`config.mk`:
```
export PLATFORM = sky130hd
export DESIGN_NAME = neuron_mac
export DESIGN_NICKNAME = d
export VERILOG_FILES = /design/src/rtl/neuron_mac.sv
export SDC_FILE = /design/constraint.sdc
export NUM_CORES = 1
export LEC_CHECK = 0
export ABC_AREA = 1
export BUFFER_PORTS_ARGS = -buffer_cell sky130_fd_sc_hd__buf_2
export CORE_MARGIN = 8
export CORE_UTILIZATION = 40
export CTS_CLUSTER_SIZE = 10
export DETAILED_ROUTE_END_ITERATION = 7
export PLACE_DENSITY = 0.69
export SYNTH_ARGS = -nofsm -noshare
export SYNTH_HDL_FRONTEND = slang
export SYNTH_SLANG_ARGS = --single-unit
export TNS_END_PERCENT = 30
```
`constraint.sdc`:
```
create_clock -name clk -period 6.5 [get_ports clk]
set_input_delay 1.3 -clock clk [delete_from_list [all_inputs] [get_ports clk]]
set_output_delay 1.3 -clock clk [all_outputs]
set_load 0.05 [all_outputs]
```
`src/rtl/neuron_mac.sv`:
```
// -----------------------------------------------------------------------------
// neuron_mac -- one fixed-point neuron: dot product of a streamed input vector
// with a weight vector read from an external registered memory, plus bias,
// rescaled, saturated and (optionally) ReLU-activated.
//
// Configuration macro: NEURON_RELU_EN
//   defined   -> negative saturated results are output as 0 (ReLU)
//   undefined -> saturated result is output unchanged (linear)
//
// Ports
//   clk       : single clock, all logic on the rising edge
//   rst       : synchronous, active-high reset
//   in_data   : signed input activation
//   in_valid  : in_data valid this cycle
//   in_ready  : block accepts a beat this cycle (beat = in_valid & in_ready)
//   bias      : signed neuron bias, stable for the whole vector
//   w_ren     : weight-memory read enable (combinational, = accepted beat)
//   w_radd    : weight-memory read address (= beat counter)
//   w_data    : signed weight, returned one cycle after w_ren
//   out_data  : signed registered neuron output, held until the next result
//   out_valid : one-cycle pulse marking a new out_data
// -----------------------------------------------------------------------------
module neuron_mac #(
   parameter int numWeight    = 30,
   parameter int dataWidth    = 16,
   parameter int fracWidth    = 12,
   parameter int addressWidth = $clog2(numWeight)
) (
   input  logic                        clk,
   input  logic                        rst,
   input  logic signed [dataWidth-1:0] in_data,
   input  logic                        in_valid,
   output logic                        in_ready,
   input  logic signed [dataWidth-1:0] bias,
   output logic                        w_ren,
   output logic [addressWidth-1:0]     w_radd,
   input  logic signed [dataWidth-1:0] w_data,
   output logic signed [dataWidth-1:0] out_data,
   output logic                        out_valid
);

   // Accumulator is wide enough for numWeight full-precision products.
   localparam int ACC_W = 2*dataWidth + addressWidth;
   // One extra bit so adding the scaled bias can never wrap.
   localparam int SUM_W = ACC_W + 1;

   localparam logic [addressWidth-1:0]     LAST    = addressWidth'(numWeight - 1);
   localparam logic signed [dataWidth-1:0] OUT_MAX = {1'b0, {(dataWidth-1){1'b1}}};
   localparam logic signed [dataWidth-1:0] OUT_MIN = {1'b1, {(dataWidth-1){1'b0}}};
   localparam logic signed [SUM_W-1:0]     SAT_MAX = SUM_W'(OUT_MAX);
   localparam logic signed [SUM_W-1:0]     SAT_MIN = SUM_W'(OUT_MIN);

   typedef enum logic [1:0] {ACC, DRAIN, FIN} state_t;

   state_t                        state;
   logic [addressWidth-1:0]       cnt;
   logic signed [ACC_W-1:0]       acc;
   logic signed [dataWidth-1:0]   d_data;   // in_data delayed to meet w_data
   logic                          d_valid;
   logic signed [2*dataWidth-1:0] prod;
   logic signed [SUM_W-1:0]       sum;
   logic signed [SUM_W-1:0]       res;
   logic signed [dataWidth-1:0]   sat;
   logic signed [dataWidth-1:0]   act;

   assign in_ready = (state == ACC) && !rst;
   assign w_ren    = in_valid && in_ready;
   assign w_radd   = cnt;

   // Both operands sign-extended first so the low 2*dataWidth bits are exact.
   assign prod = (2*dataWidth)'(d_data) * (2*dataWidth)'(w_data);

   always_comb begin
      // NOTE: every combinational output gets a value on every path (here via
      // a default before the branches) so no latch is inferred.
      sum = SUM_W'(acc) + (SUM_W'(bias) <<< fracWidth);
      res = sum >>> fracWidth;   // arithmetic shift: truncates toward -inf
      sat = res[dataWidth-1:0];
      if (res > SAT_MAX) begin
         sat = OUT_MAX;
      end else if (res < SAT_MIN) begin
         sat = OUT_MIN;
      end
      act = sat;
`ifdef NEURON_RELU_EN
      if (sat < 0) begin
         act = '0;
      end
`else
`endif
   end

   // NOTE: sequential state uses non-blocking assignments only, so every
   // register samples the pre-edge values regardless of statement order.
   always_ff @(posedge clk) begin
      if (rst) begin
         state     <= ACC;
         cnt       <= '0;
         acc       <= '0;
         d_data    <= '0;
         d_valid   <= 1'b0;
         out_data  <= '0;
         out_valid <= 1'b0;
      end else begin
         out_valid <= 1'b0;
         d_valid   <= w_ren;
         d_data    <= in_data;
         if (d_valid) begin
            acc <= acc + ACC_W'(prod);
         end

         case (state)
            ACC: begin
               if (w_ren) begin
                  if (cnt == LAST) begin
                     cnt   <= '0;
                     state <= DRAIN;
                  end else begin
                     cnt <= cnt + addressWidth'(1);
                  end
               end
            end
            // Last product lands in acc during this cycle.
            DRAIN: state <= FIN;
            FIN: begin
               out_data  <= act;
               out_valid <= 1'b1;
               acc       <= '0;   // no beat can be in flight here
               state     <= ACC;
            end
            default: state <= ACC;
         endcase
      end
   end

endmodule

```
==> reports/metrics.sh, run 1 <==
UTILIZATION_PCT=47.3
FIRST_GLOBAL_VIAS=15147
DIE_AREA_MM2=0.0492
LEADING_POST_SYNTHESIS_CELLS_BY_CELL_AREA='fa_1 (38%), inv_1 (14%), nand2_1 (12%)'
SYNTH_SEQ_AREA_SHARE_PCT=9.22
DOMINANTREGCELLSYNTH='dfxtp_1'
POST-ROUTE-DRC-COUNT=0
GRT_FIRST_PASS_WIRELENGTH_MM=76.7
FINAL_AREA_MM2=0.0198
PORT_BUFFERS=74
TRITONCTS='done'
SYNTH-SEQ-CELLS=78
CRITPATHREQUIREDTIME_NS=6.76
TRITONCTS_NUM_SINKS=78
ROUTED_WL_MM=45.5
LAYOUT_MIN_CYCLE_TIME_NS=6.37
TOTAL_NUMBER_OF_YOSYS_WARNINGS=0
DETAILED_PLACE_HPWL_MM=39.3
SYNTH.MOST_COMMON_CELL='inv_1'
FIN_NETS=2959
CHIPWIDTH_UM=222
TRANSITION_AT_THE_PIN_WITH_THE_SMALLEST_MAX_TRANSITION_SLACK_NS=0.923
ANTENNA_FOUND_INITIAL=0
STATUS='complete, no violations'
POST_SYNTH_FA_HA_MAJ_AREA_FRACTION_PCT=47.7
SYNTH_TOP_CELL_AREA_SHARE_PCT=37.7
FMAX_MHz=157
SYNTH_XOR_AREA_SHARE_PCT=2.07
PLACEMENTROWS=75
TIMING.CRITICAL_PATH.FROM_TYPE='input pin'
HOLD_VIOL=0
POST_ROUTE_CELLS_DRIVE_ABOVE_1_SHARE_PCT=15.2
PATH_MAX_FANOUT=11
POSTSYNTHAREAPERCELL_UM2=7.46
NUMCTSBUFFERS=9
COUNT_OF_HOLD_FIX_BUFFERS_INSERTED_AT_CTS=0
MAPPEDNETLISTNETS=2777
CORE_MM2=0.0419
INITIAL_UTILIZATION_PCT=40.5
NFILLCELLS=4099
LAYOUT-AREA-OVERHEAD-VS-SYNTH_PCT=16.9
DPL_CELL_AREA_MM2=0.0189
GRT_MAX_DEGREE=53
LAYOUT.AREA.SEQ_MM2=0.00156
SYNTH-EDFF-COUNT=0
GLOBAL_ROUTE.OVERFLOW_TOTAL=0
YS_TOP_CELLS_BY_COUNT='inv_1 (646), nand2_1 (554), fa_1 (319)'
VIOLATION_COUNT_AFTER_THE_FIRST_DETAILED_ROUTE_ITERATION=932
GRT_SETUP_UNREPAIRED='yes'
CP.ARRIVAL_NS=6.63
SETUP.WORST_PATH.END_CLASS='register'
ROUTEDWLPERCELL_UM=15.2
COMBINATIONAL_FAMILY_WITH_THE_MOST_AREA_AFTER_SYNTHESIS='adder cells'
CLOCK-ROOT-BUFFER='clkbuf_16'
ANTENNA_CELLS=0
SYNTH_AREA_IN_COMPOUND_GATES_PCT=5.48
CRIT_TYPE='in -> reg'
POST_SYNTHESIS_CELL_COUNT=2271
FIRST_PASS_ITERS=6
IO_PINS=75
GPL.FINAL_WEIGHTED_CONGESTION=0.910
TIMING.SETUP.TNS_NS=0
VIAS=14311
GRT.TOTAL_USAGE_PCT=19.1
CTS_BUFFER_DEPTH=2
WORSTSKEWPAIRLATENCY_NS=0.39
MAX_CAP_VIOLS=0
FIN_CRIT_SH_PCT=97.9
SYNTHDISTINCTLIBCELLS=39
HOLD_CLASS='reg -> reg'
HTREE_NUM_LEVELS=3
VIAS_PER_CELL=4.78
SYNTH_TOP_CELL_BY_AREA='fa_1'
DIE_H_UM=222
SYNTH-ASYNC-RESET-RATIO_PCT=0
DRTANTENNAVIOLNETS=0
SETUP_VIOLATIONS=0
WORST_SLEW_MARGIN_REL_PCT=38.3
NETLIST_AREA_MM2=0.0169
REPORT.FINAL.SLEW_VIOL_COUNT=0
MULTIINPUTGATEAREA_MM2=0.0131
MUX_SHARE_OF_POST_SYNTHESIS_CELL_AREA_PCT=0
CTS.CLK_SLEW.WORST_PATHS_NS=0.08
FIN_WORST_SKEW_NS=0.0142
SYNTH_SIMPLE_GATE_AREA_SHARE_PCT=19.3
state kept, by name, summed over array words and instances (netlist names):
| signal | count |
|---|---|
| acc | 37 |
| out_valid | 1 |
| state | 2 |
| d_valid | 1 |
| out_data | 16 |
| d_data | 16 |
| w_radd | 5 |
timing repair:
item	4_1_cts	5_1_grt
setup endpoints to repair	5	22
resized for setup	7	107
hold endpoints to repair	0	0
pin swaps	1	30
buffers inserted	0	15
per-stage QoR:
| stage | hold WS (ns) | setup WS, ns | instances |
|---|---|---|---|
| floorplan | 0.422 | -0.00512 | 2271 |
| CTS | 0.451 | 0.00177 | 2982 |
| detailed placement | 0.440 | -0.575 | 2966 |
| finish | 0.446 | 0.133 | 2997 |
| global placement | 0.434 | -0.555 | 2966 |
| global route | 0.462 | -0.0307 | 2997 |
layout by cell type, fill, tap and decap left out, types with 4 or more instances in the layout:
cell       count
nor2_1       131
o21ai_1       13
ha_4          12
or2_2          7
clkbuf_4       5
o21bai_1       8
ha_1         122
xor2_1        22
nor3_1        12
nor3_2         4
nand2_2       14
o221ai_1       8
o211ai_1       6
buf_12         5
buf_4        171
inv_1        637
inv_2          8
nor2_2        16
nand3_1       46
nand3_2        7
a21oi_1       51
fa_2           6
a21o_1         9
dfxtp_1       77
o21ai_0       35
a21oi_2       18
a31oi_1        5
fa_1         313
xnor2_1       18
buf_2         65
nand4_1       20
clkbuf_16      9
nand2_1      545
worst paths after layout:
kind                                            start                     to  slack, ns  cells after the start
worst max-delay path                        w_data[6]   acc[36]$_SDFFE_PP0P_       0.13                     21
worst max register to register   d_data[6]$_SDFF_PP0_   acc[36]$_SDFFE_PP0P_       0.59                     24
worst min register to register  state[1]$_SDFFE_PP0P_  state[1]$_SDFFE_PP0P_       0.45                      1
worst min-delay path            state[1]$_SDFFE_PP0P_  state[1]$_SDFFE_PP0P_       0.45                      1
worst max-delay path, cell delays in order:
cell	delay (ns)
buf_6	0.13
nand2_1	0.09
fa_1	0.58
inv_1	0.07
fa_2	0.66
fa_2	0.48
buf_4	0.16
fa_2	0.63
inv_4	0.06
fa_1	0.51
fa_1	0.54
inv_1	0.04
ha_1	0.28
nand2_1	0.08
nor2_2	0.17
nand3_2	0.15
nor2_2	0.16
nand3_1	0.12
o2111ai_2	0.13
xor2_1	0.18
a21oi_1	0.08
layer usage:
| layer | vias to the layer above | part of all wire, % | track usage, % |
|---|---|---|---|
| met5 | - | 0 | 0 |
| met4 | 0 | 2.6 | 6.22 |
| met3 | 79 | 5.0 | 3.27 |
| met2 | 344 | 47 | 31.6 |
| met1 | 6947 | 45 | 25.2 |
| li1 | 6941 | - | - |
layout make-up:
class                      instances  area share (%)
timing repair buffer             249            9.01
clock buffer                      11            1.23
multi-input combinational       1469            65.9
tap                              539            3.40
inverter                         646            12.3
sequential                        78            7.89
clock inverter                     5           0.322
logic make-up (layout without fill, tap and decap cells):
| group | Yosys count | in the layout |
|---|---|---|
| simple gates | 812 | 812 |
| fa+ha+maj | 455 | 455 |
| buf+inv | 724 | 911 |
| compound gates | 162 | 162 |
| xor+xnor | 40 | 40 |
| flops | 78 | 78 |
Power of run 1 is left out: the tool's default activity adds up to more than one toggle a clock period on the data nets, which glitch-free logic cannot reach.
==> run 2, diff against run 1 <==
--- a/config.mk
+++ b/config.mk
@@ -5,7 +5,6 @@
 export SDC_FILE = /design/constraint.sdc
 export NUM_CORES = 1
 export LEC_CHECK = 0
-export ABC_AREA = 1
 export BUFFER_PORTS_ARGS = -buffer_cell sky130_fd_sc_hd__buf_2
 export CORE_MARGIN = 8
 export CORE_UTILIZATION = 40
==> run 2 against run 1 <==
  * The flow now finishes with violations (setup timing)
  * Fmax down 4.2%
  * Area after synthesis is 7.0% lower
  * Clock skew decreased by 0.0028 ns
  * Global-route usage fell by 2.1 points
  * Via count shrank 14%
  * Synthesized cell count shrank 24%
  * Wire length shrank 15%
  * Register-to-register slack worse by 0.39 ns
==> reports/metrics.sh, run 2 <==
GRT.TOTAL_USAGE_PCT=17.0  # -2.1 points
GRT_FIRST_PASS_WIRELENGTH_MM=64.9  # -15%
TIMING.CRITICAL_PATH.FROM_TYPE='input pin'
MAX_CAP_VIOLS=0  # unchanged
DRTANTENNAVIOLNETS=0  # unchanged
POSTSYNTHAREAPERCELL_UM2=9.18  # +23%
GPL.FINAL_WEIGHTED_CONGESTION=0.849  # -6.7%
HTREE_NUM_LEVELS=3  # unchanged
CTS_BUFFER_DEPTH=2  # unchanged
PLACEMENTROWS=72  # -4.0%
SYNTHDISTINCTLIBCELLS=78  # +100%
ANTENNA_FOUND_INITIAL=0  # unchanged
NFILLCELLS=3625  # -12%
PRECTSSETUPSLACK_NS=-0.719  # -0.144 ns
FIN_WORST_SKEW_NS=0.0114  # -0.00284 ns
NETLIST_AREA_MM2=0.0158  # -7.0%
TOTAL_NUMBER_OF_YOSYS_WARNINGS=0  # unchanged
ROUTEDWLPERCELL_UM=15.9  # +4.5%
FINAL_AREA_MM2=0.0188  # -5.2%
INSTANCES_NO_FILL=2437  # -19%
CHIPWIDTH_UM=214  # -3.3%
LAYOUT-AREA-OVERHEAD-VS-SYNTH_PCT=19.2
YS_TOP_CELLS_BY_COUNT='inv_1 (385), fa_1 (319), nand2_1 (169)'
WORST_SLEW_MARGIN_REL_PCT=46.2  # +8.0 points
UTILIZATION_PCT=48.5  # +1.2 points
PATH_CELLS='buf_12 > and2_4 > fa_2 > inv_4 > fa_1 > fa_1 > inv_2 > fa_1 > fa_1 > fa_1 > ha_4 > a21oi_4 > o21bai_4 > a2111oi_4 > o21ai_2 > a32oi_2 > o31ai_4 > o41ai_4 > buf_4 > xor2_1 > a211oi_1'
SYNTH-SEQ-CELLS=78  # unchanged
LARGEST_REG_BY_FF_COUNT='acc'
SYNTH.MOST_COMMON_CELL='inv_1'
WORSTSKEWPAIRLATENCY_NS=0.35  # -0.04 ns
SETUP.WORST_PATH.END_CLASS='register'
HOLD_CLASS='reg -> reg'
SYNTH-EDFF-COUNT=0  # unchanged
IO_PINS=75  # unchanged
DIE_H_UM=214  # -3.3%
LARGEST_REGISTER_FF_COUNT=37  # unchanged
NUMCTSBUFFERS=9  # unchanged
GLOBAL_ROUTE.OVERFLOW_TOTAL=0  # unchanged
TRANSITION_AT_THE_PIN_WITH_THE_SMALLEST_MAX_TRANSITION_SLACK_NS=0.805  # -0.117 ns
POST_ROUTE_CELLS_DRIVE_ABOVE_1_SHARE_PCT=19.0  # +3.8 points
CRIT_FAMILY='adder cells'
SETUP_SLACK_NS=-0.148  # -0.281 ns
PLACED_CELLS_INCL_TAPS=2410  # -19%
GRT_SETUP_UNREPAIRED='yes'
VIAS_PER_CELL=5.05  # +5.7%
COMMONEST_NON_FILL_NON_TAP_CELLS_IN_THE_LAYOUT='inv_1 (372), fa_1 (310), nand2_1 (161)'
FIRST_GLOBAL_VIAS=13362  # -12%
HOLD_VIOL=0  # unchanged
CRITPATHSLOWESTCELL='fa_2'
SYNTH_TOP_CELL_AREA_SHARE_PCT=40.5  # +2.8 points
VIOLATIONS='setup timing'
STATUS='finished with violations'
FMAX_MHz=150  # -4.2%
TRITONCTS='done'
DOMINANTREGCELLSYNTH='dfxtp_1'
DETAILED_PLACE_HPWL_MM=32.7  # -17%
ROUTED_WL_MM=38.7  # -15%
REPORT.FINAL.SLEW_VIOL_COUNT=0  # unchanged
MAPPEDNETLISTNETS=2222  # -20%
SETUP_VIOLATIONS=9  # +9
DPL_CELL_AREA_MM2=0.0179  # -5.6%
FIN_NETS=2421  # -18%
GRT_MAX_DEGREE=39  # -26%
PATH_MAX_FANOUT=5  # -6
CLOCK-ROOT-BUFFER='clkbuf_16'
MOSTFREQUENTLAYOUTCELL='inv_1'
POST-ROUTE-DRC-COUNT=0  # unchanged
PORT_BUFFERS=74  # unchanged
LEADING_POST_SYNTHESIS_CELLS_BY_CELL_AREA='fa_1 (41%), ha_1 (11%), dfxtp_1 (9.9%)'
CP.ARRIVAL_NS=6.85  # +0.22 ns
SYNTH-ASYNC-RESET-RATIO_PCT=0  # unchanged
PATH_COMMON_CELL='fa_1'
VIAS=12304  # -14%
TIMING.CRITICAL_PATH.BUF_INV=4  # -1
INITIAL_UTILIZATION_PCT=40.7  # +0.19 points
FIRST_PASS_ITERS=6  # unchanged
CRITPATHREQUIREDTIME_NS=6.70  # -0.06 ns
CTS.CLK_SLEW.WORST_PATHS_NS=0.06  # -0.02 ns
ANTENNA_CELLS=0  # unchanged
FIN_CRIT_SH_PCT=102  # +4.3 points
CRIT_TYPE='in -> reg'
VIOLATION_COUNT_AFTER_THE_FIRST_DETAILED_ROUTE_ITERATION=622  # -33%
TRITONCTS_NUM_SINKS=78  # unchanged
CPPEAKSTAGEDELAY_NS=0.60  # -0.06 ns
REG_TOP3='acc x37, d_data x16, out_data x16'
LAYOUT_MIN_CYCLE_TIME_NS=6.65  # +0.281 ns
SYNTH_SEQ_AREA_SHARE_PCT=9.91  # +0.69 points
SYNTH_TOP_CELL_BY_AREA='fa_1'
POST_SYNTHESIS_CELL_COUNT=1716  # -24%
CORE_MM2=0.0387  # -7.4%
DIE_AREA_MM2=0.0460  # -6.5%
-- run 2: timing repair --
item                       in CTS  in global routing
setup buffers                  10                  3
hold buffers                    0                  0
pin swaps                      48                 51
gates cloned                    0                  1
resized for setup              60                 59
setup endpoints to repair      13                 18
-- run 2: cell families after synthesis --
family	count (synthesis)	share of synthesized area, %
xor gates and xnor gates	54	3.00
and+or+nand+nor	475	15.0
AOI/OAI and AO/OA	198	8.92
buffers and inverters	436	10.6
DFF	78	9.91
adders and majority gates	455	51.3
muxes	20	1.27
-- run 2: area by class of cell --
cell class	instances	area, um^2	area share, %
clock buffer	10	239	1.27
clock inverter	5	83.8	0.446
inverter	385	1460	7.74
multi-input combinational	1202	13000	69.1
sequential	78	1560	8.32
tap	518	648	3.45
timing repair buffer	239	1820	9.66
-- run 2: path summary, 6_finish.rpt --
| kind | startpoint | end | slack (ns) | depth (start not counted) |
|---|---|---|---|---|
| max | w_data[3] | acc[32]$_SDFFE_PP0P_ | -0.15 | 21 |
| min | out_data[0]$_SDFFE_PP0P_ | out_data[0]$_SDFFE_PP0P_ | 0.48 | 1 |
| max reg2reg | d_data[5]$_SDFF_PP0_ | acc[35]$_SDFFE_PP0P_ | 0.20 | 22 |
| min reg2reg | out_data[0]$_SDFFE_PP0P_ | out_data[0]$_SDFFE_PP0P_ | 0.48 | 1 |
-- run 2: through the flow --
step / hold WS, ns / setup TNS (ns)
global route: 0.502 / -2.77
global placement: 0.460 / -8.16
CTS: 0.487 / -0.251
floorplan: 0.460 / -1.26
finish: 0.483 / -0.627
detailed placement: 0.472 / -9.09
-- run 2: per-layer routing --
layer / vias to the layer above / wire length [um] / GRT usage [%] / part of all wire [%]
met5: - / 0 / 0 / 0
met4: 0 / 799 / 4.18 / 2.1
met3: 54 / 1560 / 2.51 / 4.0
met2: 263 / 20500 / 30.7 / 53
met1: 6283 / 15800 / 21.0 / 41
li1: 5704 / - / - / -
Power of run 2 is left out for the same reason.
==> run 3, diff against run 2 <==
--- a/config.mk
+++ b/config.mk
@@ -6,6 +6,7 @@
 export NUM_CORES = 1
 export LEC_CHECK = 0
 export BUFFER_PORTS_ARGS = -buffer_cell sky130_fd_sc_hd__buf_2
+export CORE_ASPECT_RATIO = 0.7
 export CORE_MARGIN = 8
 export CORE_UTILIZATION = 40
 export CTS_CLUSTER_SIZE = 10
==> run 3 against run 2 <==
  * The run still ends with setup timing left
  * First-iteration DRC count down 3.5%
  * Setup slack worse by 0.047 ns
  * Fmax down 0.70%
  * Utilization up 0.42 points
  * Via count down 0.59%
  * Final cell count up 0.29%
  * Non-clock buffer count down 3
  * Critical path depth unchanged
  * Critical path type unchanged
  * Highest routed layer unchanged
==> reports/metrics.sh, run 3 (synthesis gave the netlist of run 2 again) <==
CHIPWIDTH_UM=253  # +18%
PATH_CELLS='buf_8 > clkinvlp_4 > buf_12 > buf_6 > nor2_4 > fa_2 > fa_2 > fa_2 > fa_2 > fa_1 > inv_1 > fa_1 > inv_2 > ha_4 > nand4_1 > o311ai_4 > nand3_2 > and2_4 > a211o_1 > a2111o_1 > nand3_1'
COUNT_OF_HOLD_FIX_BUFFERS_INSERTED_AT_CTS=0  # unchanged
HOLD_VIOL=0  # unchanged
REPORT.FINAL.SLEW_VIOL_COUNT=0  # unchanged
CRIT_TYPE='in -> reg'
REG_TO_REG_SLACK_SETUP_NS=0.07  # -0.13 ns
SETUP_VIOLATIONS=8  # -1
DETAILED_PLACE_HPWL_MM=33.6  # +2.9%
TIMING.CRITICAL_PATH.FROM_TYPE='input pin'
CORE_MM2=0.0387  # -0.19%
TRITONCTS='done'
COMMONEST_NON_FILL_NON_TAP_CELLS_IN_THE_LAYOUT='inv_1 (356), fa_1 (302), nand2_1 (152)'
LARGEST_REG_BY_FF_COUNT='acc'
REG_TOP3='acc x37, d_data x16, out_data x16'
CTS_BUFFER_DEPTH=2  # unchanged
PATH_COMMON_CELL='fa_2'
WORST-R2R-CELL-COUNT=19  # -14%
HOLD_CRIT_DEPTH=1  # unchanged
GPL.FINAL_WEIGHTED_CONGESTION=0.890  # +4.8%
ANTENNA_FOUND_INITIAL=0  # unchanged
CAPTURE_ENDPOINT_OF_THE_WORST_HOLD_PATH='out_data[0]$_SDFFE_PP0P_'
PORT_BUFFERS=74  # unchanged
CRITPATHSLOWESTCELL='fa_2'
STATUS='finished with violations'
WORST_R2R_STARTPOINT='d_data[6]$_SDFF_PP0_'
PLACED_CELLS_INCL_TAPS=2411  # +0.041%
FINAL_AREA_MM2=0.0189  # +0.67%
DRTANTENNAVIOLNETS=0  # unchanged
TIMING.CRITICAL_PATH.BUF_INV=6  # +2
RR_ENDPOINT='acc[35]$_SDFFE_PP0P_'
CP.ARRIVAL_NS=7.00  # +0.15 ns
GRT_SETUP_UNREPAIRED='yes'
SETUP_SLACK_NS=-0.195  # -0.0470 ns
VIAS_PER_CELL=5.00  # -0.88%
CLOCK-ROOT-BUFFER='clkbuf_16'
FIN_NETS=2418  # -0.12%
GRT.TOTAL_USAGE_PCT=17.5  # +0.49 points
LARGEST_REGISTER_FF_COUNT=37  # unchanged
ROUTED_WL_MM=39.0  # +0.72%
FMAX_MHz=149  # -0.70%
DIE_H_UM=182  # -15%
TRITONCTS_NUM_SINKS=78  # unchanged
GRT_FIRST_PASS_WIRELENGTH_MM=65.6  # +1.2%
HOLD_CLASS='reg -> reg'
VIAS=12231  # -0.59%
DIE_AREA_MM2=0.0461  # +0.22%
VIOLATIONS='setup timing'
TRANSITION_AT_THE_PIN_WITH_THE_SMALLEST_MAX_TRANSITION_SLACK_NS=0.809  # +0.00424 ns
INITIAL_UTILIZATION_PCT=40.8  # +0.079 points
SETUP.WORST_PATH.END_CLASS='register'
VIOLATION_COUNT_AFTER_THE_FIRST_DETAILED_ROUTE_ITERATION=600  # -3.5%
WORST_SLEW_MARGIN_REL_PCT=46.0  # -0.28 points
HTREE_NUM_LEVELS=3  # unchanged
HOLD_PATH_STARTPOINT='out_data[0]$_SDFFE_PP0P_'
MAX_CAP_VIOLS=0  # unchanged
IO_PINS=75  # unchanged
CPPEAKSTAGEDELAY_NS=0.56  # -0.04 ns
LAYOUT_MIN_CYCLE_TIME_NS=6.69  # +0.0470 ns
ROUTEDWLPERCELL_UM=15.9  # +0.43%
FIN_CRIT_SH_PCT=103  # +0.72 points
POST-ROUTE-DRC-COUNT=0  # unchanged
PATH_MAX_FANOUT=4  # -1
WORSTSKEWPAIRLATENCY_NS=0.37  # +0.02 ns
MOSTFREQUENTLAYOUTCELL='inv_1'
NUMCTSBUFFERS=9  # unchanged
INSTANCES_NO_FILL=2444  # +0.29%
FIRST_PASS_ITERS=5  # -1
CRITPATHREQUIREDTIME_NS=6.81  # +0.11 ns
POST_ROUTE_CELLS_DRIVE_ABOVE_1_SHARE_PCT=20.8  # +1.8 points
CTS.CLK_SLEW.WORST_PATHS_NS=0.07  # about the same
FIRST_GLOBAL_VIAS=13075  # -2.1%
DPL_CELL_AREA_MM2=0.0179  # about the same
GRT_MAX_DEGREE=39  # unchanged
PLACEMENTROWS=60  # -17%
CRIT_FAMILY='adder cells'
GLOBAL_ROUTE.OVERFLOW_TOTAL=0  # unchanged
FIN_WORST_SKEW_NS=0.00998  # -0.00140 ns
LAYOUT-AREA-OVERHEAD-VS-SYNTH_PCT=20.0
ANTENNA_CELLS=0  # unchanged
-- run 3: cell types whose count changed in the layout (fill, tap and decap cells not counted), moves of 6 or more --
cell,delta
nand2_2,+9
fa_1,-8
inv_1,-16
inv_2,+17
fa_2,+8
buf_12,+6
nand2_1,-9
buf_4,-9
-- run 3: area by class of cell --
| class | count | area (um^2) |
|---|---|---|
| Multi-Input combinational cell | 1202 | 13100 |
| Fill cell | 3585 | 19700 |
| Clock buffer | 11 | 243 |
| Timing Repair Buffer | 236 | 1880 |
| Sequential cell | 78 | 1560 |
| Tap cell | 527 | 659 |
| Inverter | 385 | 1450 |
| Clock inverter | 5 | 56.3 |
-- run 3: stage by stage --
stage	hold WS [ns]	utilization (%)	worst slack [ns]	TNS (ns)
2_1_floorplan	0.460	-	-0.199	-1.26
3_3_place_gp	0.465	46.2	-0.681	-8.37
3_5_place_dp	0.466	46.2	-0.761	-9.77
4_1_cts	0.481	48.1	-0.0555	-0.230
5_1_grt	0.509	48.9	-0.321	-2.35
6_report	0.483	48.9	-0.195	-0.781
-- run 3: timing repair --
| action | 4_1_cts | 5_1_grt |
|---|---|---|
| setup endpoints to repair | 15 | 17 |
| gates resized for setup | 88 | 82 |
| cloned | 0 | 0 |
| pin swaps | 67 | 83 |
| setup buffers | 9 | 9 |
-- run 3: worst max path at each step --
| stage | start | end | slack, ns | cells after the start |
|---|---|---|---|---|
| floorplan | w_data[2] | acc[34]$_SDFFE_PP0P_ | -0.20 | 22 |
| CTS | w_data[15] | acc[32]$_SDFFE_PP0P_ | -0.06 | 23 |
| global placement | w_data[1] | acc[35]$_SDFFE_PP0P_ | -0.68 | 21 |
| global route | w_data[3] | acc[29]$_SDFFE_PP0P_ | -0.32 | 24 |
| finish | w_data[15] | acc[35]$_SDFFE_PP0P_ | -0.19 | 21 |
| detailed placement | w_data[1] | acc[35]$_SDFFE_PP0P_ | -0.76 | 21 |
-- run 3: layer usage --
metal  vias up  GRT usage [%]  routed length (um)
met5         -              0                   0
met4         0           3.93                 581
met3        41           3.29                1830
met2       261           28.3               18400
met1      6232           24.0               18100
li1       5697              -                   -
-- run 3: worst reg2reg max path, stage by stage (launching register included) --
cell,delay [ns]
dfxtp_1,0.80
buf_4,0.24
nand2_1,0.07
fa_1,0.53
inv_1,0.06
fa_2,0.57
fa_2,0.45
fa_2,0.51
fa_1,0.50
inv_1,0.05
fa_1,0.49
inv_2,0.05
ha_4,0.26
nand4_1,0.20
o311ai_4,0.48
nand3_2,0.16
and2_4,0.19
a211o_1,0.30
a2111o_1,0.40
nand3_1,0.07
Power of run 3 is left out for the same reason.
